## src/rtl/gpu_pkg.sv

```systemverilog
// Shared constants for the MAC accumulator slice.
// State encoding and default widths.
package gpu_pkg;
  localparam int ACC_W_DEF = 32;
  localparam int LEN_W_DEF = 8;

  localparam logic [1:0] ST_IDLE  = 2'd0;
  localparam logic [1:0] ST_ACCUM = 2'd1;
  localparam logic [1:0] ST_DONE  = 2'd2;
endpackage

```

## src/rtl/sat_adder.sv

```systemverilog
// Unsigned W-bit adder: wraps, or clamps when
// ACC_SATURATE_EN is defined. a,b in; sum,ovf out.
module sat_adder #(
  parameter int W = 32
) (
  input  logic [W-1:0] a,
  input  logic [W-1:0] b,
  output logic [W-1:0] sum,
  output logic         ovf
);

`ifdef ACC_SATURATE_EN
  logic [W:0] full;

  assign full = {1'b0, a} + {1'b0, b};
  assign sum  = full[W] ? '1 : full[W-1:0];
  assign ovf  = full[W];
`else
  assign sum = a + b;
  assign ovf = 1'b0;
`endif

endmodule

```

## src/rtl/mac_accumulator.sv

```systemverilog
// Dot-product accumulator: IDLE/ACCUM/DONE FSM.
// In: start,length,prod_valid,prod,prod_skipped,out_ready
// Out: busy,out_valid,acc_out,skip_count,overflow
// Option: ACC_SATURATE_EN clamps sums at all-ones.
module mac_accumulator
  import gpu_pkg::*;
#(
  parameter int ACC_W = ACC_W_DEF,
  parameter int LEN_W = LEN_W_DEF
) (
  input  logic             clk,
  input  logic             rst,
  input  logic             start,
  input  logic [LEN_W-1:0] length,
  input  logic             prod_valid,
  input  logic [15:0]      prod,
  input  logic             prod_skipped,
  input  logic             out_ready,
  output logic             busy,
  output logic             out_valid,
  output logic [ACC_W-1:0] acc_out,
  output logic [LEN_W-1:0] skip_count,
  output logic             overflow
);

  logic [1:0]       state_q, state_d;
  logic [ACC_W-1:0] acc_q, acc_d;
  logic [LEN_W-1:0] skip_q, skip_d;
  logic [LEN_W-1:0] rem_q, rem_d;
  logic             ovf_q, ovf_d;

  logic [ACC_W-1:0] prod_ext;
  logic [ACC_W-1:0] add_sum;
  logic             add_ovf;
  logic             accept;

  assign prod_ext = ACC_W'(prod);

  sat_adder #(
    .W(ACC_W)
  ) u_add (
    .a  (acc_q),
    .b  (prod_ext),
    .sum(add_sum),
    .ovf(add_ovf)
  );

  // A finished result is released in the same
  // cycle a new operation is accepted.
  assign accept = start &
    ((state_q == ST_IDLE) |
     ((state_q == ST_DONE) & out_ready));

  always_comb begin
    state_d = state_q;
    acc_d   = acc_q;
    skip_d  = skip_q;
    rem_d   = rem_q;
    ovf_d   = ovf_q;
    if (accept) begin
      acc_d  = '0;
      skip_d = '0;
      ovf_d  = 1'b0;
      rem_d  = length;
      if (length == '0) state_d = ST_DONE;
      else              state_d = ST_ACCUM;
    end else begin
      case (state_q)
        ST_IDLE: ;
        ST_ACCUM: begin
          if (prod_valid) begin
            rem_d = rem_q - LEN_W'(1);
            if (prod_skipped) begin
              if (skip_q != '1)
                skip_d = skip_q + LEN_W'(1);
            end else begin
              acc_d = add_sum;
              ovf_d = ovf_q | add_ovf;
            end
            if (rem_q == LEN_W'(1))
              state_d = ST_DONE;
          end
        end
        ST_DONE: begin
          if (out_ready) state_d = ST_IDLE;
        end
        default: state_d = ST_IDLE;
      endcase
    end
  end

  always_ff @(posedge clk) begin
    if (rst) begin
      state_q <= ST_IDLE;
      acc_q   <= '0;
      skip_q  <= '0;
      rem_q   <= '0;
      ovf_q   <= 1'b0;
    end else begin
      state_q <= state_d;
      acc_q   <= acc_d;
      skip_q  <= skip_d;
      rem_q   <= rem_d;
      ovf_q   <= ovf_d;
    end
  end

  assign busy       = (state_q != ST_IDLE);
  assign out_valid  = (state_q == ST_DONE);
  assign acc_out    = acc_q;
  assign skip_count = skip_q;
  assign overflow   = ovf_q;

endmodule

```

## config.mk

```make
export PLATFORM = sky130hd
export DESIGN_NAME = mac_accumulator
export DESIGN_NICKNAME = d
export VERILOG_FILES = /design/src/rtl/gpu_pkg.sv /design/src/rtl/sat_adder.sv /design/src/rtl/mac_accumulator.sv
export SDC_FILE = /design/constraint.sdc
export NUM_CORES = 1
export LEC_CHECK = 0
export BUFFER_PORTS_ARGS = -buffer_cell sky130_fd_sc_hd__clkbuf_2
export CORE_UTILIZATION = 35
export CTS_BUF_LIST = sky130_fd_sc_hd__clkbuf_8
export CTS_CLUSTER_SIZE = 20
export DETAILED_ROUTE_END_ITERATION = 10
export HOLD_SLACK_MARGIN = 0.1
export PLACE_DENSITY = 0.69
export SLEW_MARGIN = 20
export SYNTH_ARGS = -nofsm -noshare
export SYNTH_HDL_FRONTEND = slang
export SYNTH_SLANG_ARGS = --single-unit
```

## constraint.sdc

```tcl
create_clock -name clk -period 2.2 [get_ports clk]
set_clock_uncertainty 0.05 [all_clocks]
set_input_delay 0.22 -clock clk [delete_from_list [all_inputs] [get_ports clk]]
set_output_delay 0.22 -clock clk [all_outputs]
set_load 0.05 [all_outputs]
```

* After elaboration in Yosys (flattened, before gate mapping)
Index checks and enable logic that the tools add are counted.
Cells by class: bitwise gates (word level) 4, add/subtract/negate cells 3, magnitude comparators 0, div/mod/pow operators 0, shifts and indexed selects 0, equality and inequality tests 8, reduce and logical (&&, ||, !) cells 10, $mul 0, muxes and demuxes 9
Operators by type and width (number):
- 32-bit by 16-bit adder with 32-bit output | 1
- 8-bit 2-to-1 mux | 3
- 2-bit 2-to-1 mux | 5
- 8-bit by 1-bit adder with 8-bit output (second input constant) | 1
- 8-bit by 1-bit == test with 1-bit output (second input constant) | 1
- 8-bit zero test | 1
- 8-bit != test (second input constant) | 1
- 4-bit AND reduction | 2
- 8-bit by 1-bit subtractor with 8-bit output (second input constant) | 1
- 3-bit != test (second input constant) | 2
- 2-bit case mux with 3 select lines | 1
- 2-bit nonzero test | 3
- 3-bit by 2-bit != test with 1-bit output (second input constant) | 1
- 3-bit AND reduction | 1
- 1-bit bitwise AND | 2
- 2-bit by 1-bit == test with 1-bit output (second input constant) | 1
- 2-bit == test (second input constant) | 1
- 2-bit zero test | 1
- 2-bit != test (second input constant) | 1
- 2-bit AND reduction | 1
- 2-bit OR reduction | 1
- 1-bit NOT | 1
- 1-bit OR | 1
Storage, ports and cells: RAM bits 0, memories kept 0, ROM bits 0, logic and storage cells 38, bits in latches 0, bits of input ports 30, register bits 50

* Depth between registers and ports, before layout
depth after elaboration 6, depth in mapped cells 9

* Cells and area by module
From an unflattened synthesis, not the netlist that was laid out.
Unflattened totals: cells, all modules 509, area, all modules 3895.0 um^2
By module, submodules not included:
- mac_accumulator | instances 1, area each 2139.6 um^2, cells an instance 266
- sat_adder | instances 1, area each 1755.4 um^2, cells an instance 243

* Worst setup path before layout
OpenSTA, ideal clock, no wires.
path kind reg2reg, start point reg acc_q[16] (netlist: acc_out[16]), end point reg acc_q[30] (netlist: acc_out[30]), data required time 2030 ps, path slack -494 ps, arrival 2524 ps, stages on the path, launching flop included 7, cell sequence dfxtp_1 nand4_1 or4_1 buf_2 or4b_4 o211a_1 or2_1
On the way: cells in the longest elaborated chain, start to end 1
RTL lines:
- start: declaration | line mac_accumulator.sv:27 | logic [ACC_W-1:0] acc_q, acc_d;
- start signal: assignment | line mac_accumulator.sv:95 | acc_q <= '0;
- start signal: assignment | line mac_accumulator.sv:101 | acc_q <= acc_d;
- 32-bit by 16-bit adder with 32-bit output | line sat_adder.sv:19 | assign sum = a + b;
No other way between the ends. A chain may end at the register's enable or synchronous reset.

* Worst setup path after layout
start point reg acc_q[0] (netlist: acc_out[0]), end point reg acc_q[18] (netlist: acc_out[18])
Same word-level chain as after synthesis.

==> results.cfg <==
[status]
status = complete, but fails checks
violations = DRC, setup timing

[synthesis]
synth_top_area_share_pct = 30.70
yosysTopAreaCell = dfxtp_1
postSynthAreaPerCell_um2 = 7.895
synthArstFlopShare_pct = 0
ys.warnings.count = 0
synth_cells = 413
ys_types = 56
yosys-top-cells-area = dfxtp_1 (31%), ha_1 (7.3%), nand2_1 (5.4%), a21oi_1 (5.1%), nor2_1 (4.0%)
ys.flop_type = dfxtp_1
synth_fp_nets = 463
synth_seq_area_share_pct = 30.70
synth-edff-count = 0
synth_seq_cells = 50
syn_area_mm2 = 0.003261

[worst_setup_path]
arrival_ns = 2.51
critPathKind = reg -> reg
cp-start-kind = flip-flop
worst_ep_required_time_ns = 2.38
critPathCaptureType = flip-flop
cp_max_fo = 7

[clock_tree]
insertion_delay_ns = 0.31
max-clock-path-buffers = 2
root_buffer = clkbuf_8
htree_levels = 2
cts_tree = done
cts_hold_buf = 0
cts_inserted_buffers = 5
cts.clk_slew.worst_paths_ns = 0.11
cts_sinks = 50

[hold_path]
min_path_type = in -> reg

[sta]
setup_ws_ns = -0.1336
setup_violations = 8
hold_viol = 0
timing.final.crit_share_pct = 106.1
min_period_ns = 2.334
max_freq_mhz = 428.5
rsz0062_at_grt = true
slew_viol_final = 0

[routing]
wirelength_um = 9199
avgRoutedWirePerCell_um = 14.58
ant_nets = 0
avgViaCountPerCell = 5.602
drt_iter0_drc = 151
drc_errors = 4
drtPass1Iterations = 8
num_vias = 3535

[layout]
finalInstanceArea_mm2 = 0.004456
utilization_pct = 50.11
nets = 572
drive_gt1_share_pct = 36.52
n_antenna_cell = 0
synthToLayoutAreaGrowth_pct = 36.65

[die]
dieWidth_um = 98.52
fp-row-count = 34
core_area_mm2 = 0.008891
die_h_um = 98.52
start_util_pct = 36.67
die_area_mm2 = 0.009706
io_pins = 73

[pwr]
ir_worst_vdd_v = 0.0003141
p_per_area_mw_per_mm2 = 441.3
p_sw_share_pct = 32.18
p_seq_share_pct = 47.6
leakage_nw = 1.788
p_clk_share_pct = 30.1
p_sw_mw = 0.6327
internal_power_mw = 1.333
pwr-share-comb_pct = 22.3

[placement]
numPortBuffers = 71
place_area_mm2 = 0.004223
dp_hpwl_um = 7026
routabilityCongestion = 0.8193

[global_route]
grt_max_degree = 34
antenna_found_initial = 0
overflow = 0
grt_pass1_wl_um = 14970
grt_pass1_vias = 3198
grt_use_total_pct = 18.68

[flow_run]
cap_violations = 0
final timing paths:
check / start / to / slack [ns] / depth (start not counted)
setup / recovery: acc_out[0] / acc_out[18] / -0.13 / 8
hold / removal: length[0] / rem_q[0] / 0.12 / 3
setup reg to reg: acc_out[0] / acc_out[18] / -0.13 / 8
hold reg to reg: acc_out[31] / acc_out[31] / 0.43 / 2
cells by family after synthesis:
logic type                 count (synthesis)  synth area share, %
muxes                                      3               0.9593
xor gates and xnor gates                  14                3.761
other                                      1               0.1150
and+or+nand+nor                          176                28.51
buffers and inverters                     27                3.300
DFF                                       50                30.70
adders and majority gates                 20                7.905
AOI/OAI and AO/OA                        122                24.75
registers in the layout, summed over array words and instances (netlist names):
signal / count
rem_q: 8
acc_out: 32
skip_count: 8
state_q: 2
cell usage in the layout, fill, tap and decap left out, drive strengths merged, types with 14 or more instances in the layout:
cell    instances
a21oi          33
buf            50
clkbuf         76
dfxtp          50
ha             19
nand2          47
nand3          16
nand4          15
nor2           35
o211ai         14
o21ai          26
worst max-delay path, stage by stage (launching register included):
cell,delay [ns]
dfxtp_4,0.37
ha_4,0.12
fa_2,0.21
a211oi_2,0.07
o211ai_1,0.30
nand4b_1,0.28
a21o_4,0.31
or4_1,0.40
a21oi_1,0.14
power by group through the flow:
stage / registers [mW] / logic, mW / clock network, mW
2_1_floorplan: 0.973 / 0.253 / 0
3_3_place_gp: 0.954 / 0.418 / 0
3_5_place_dp: 0.955 / 0.423 / 0
4_1_cts: 0.934 / 0.426 / 0.615
5_1_grt: 0.939 / 0.484 / 0.658
6_report: 0.935 / 0.439 / 0.592
synthesized netlist by cell type, types with 5 or more instances:
| master | instances |
|---|---|
| a211oi_1 | 7 |
| dfxtp_1 | 50 |
| nor2_1 | 35 |
| inv_1 | 8 |
| o21a_1 | 5 |
| nand2b_1 | 5 |
| or3_1 | 6 |
| a21o_1 | 8 |
| nand4_1 | 15 |
| nor3_1 | 9 |
| nand3_1 | 16 |
| a21oi_1 | 33 |
| or4_1 | 10 |
| xor2_1 | 5 |
| o21ai_0 | 25 |
| ha_1 | 19 |
| xnor2_1 | 9 |
| a211o_1 | 5 |
| nor4_1 | 9 |
| o211ai_1 | 14 |
| nand2_1 | 47 |
| clkbuf_1 | 13 |
layout make-up:
type | instances | area, um2
timing repair buffer | 121 | 747.0
fill | 833 | 4436
multi-input combinational | 336 | 2372
clock inverter | 3 | 26.28
clock buffer | 5 | 68.82
tap | 108 | 135.1
inverter | 8 | 30.03
sequential | 50 | 1076
through the flow:
step / TNS [ns] / hold WS (ns) / setup slack (ns) / instances / total power [mW]
6_report: -0.4665 / 0.1233 / -0.1336 / 631 / 1.966
5_1_grt: -1.163 / 0.1185 / -0.2001 / 631 / 2.081
4_1_cts: -0.1861 / 0.1124 / -0.08252 / 629 / 1.975
3_5_place_dp: -0.4271 / 0.4042 / -0.1379 / 620 / 1.379
3_3_place_gp: -0.1352 / 0.3999 / -0.06298 / 620 / 1.372
2_1_floorplan: -0.1445 / 0.3095 / -0.06906 / 413 / 1.226
timing repair:
item,CTS,global route
setup buffers,1,3
endpoints found under the setup margin,10,15
hold endpoints to repair,0,0
pin swaps,6,10
gates resized for setup,2,18
routing by layer:
metal / GRT usage, % / part of all wire (%) / wire (um) / vias up
li1: - / - / - / 1774
met1: 23.54 / 46 / 4197 / 1656
met2: 33.26 / 49 / 4543 / 99
met3: 2.908 / 3.9 / 361 / 6
met4: 4.707 / 1.1 / 97 / 0
met5: 0 / 0 / 0 / -
Note: power is estimated with default switching activity, not from simulation.
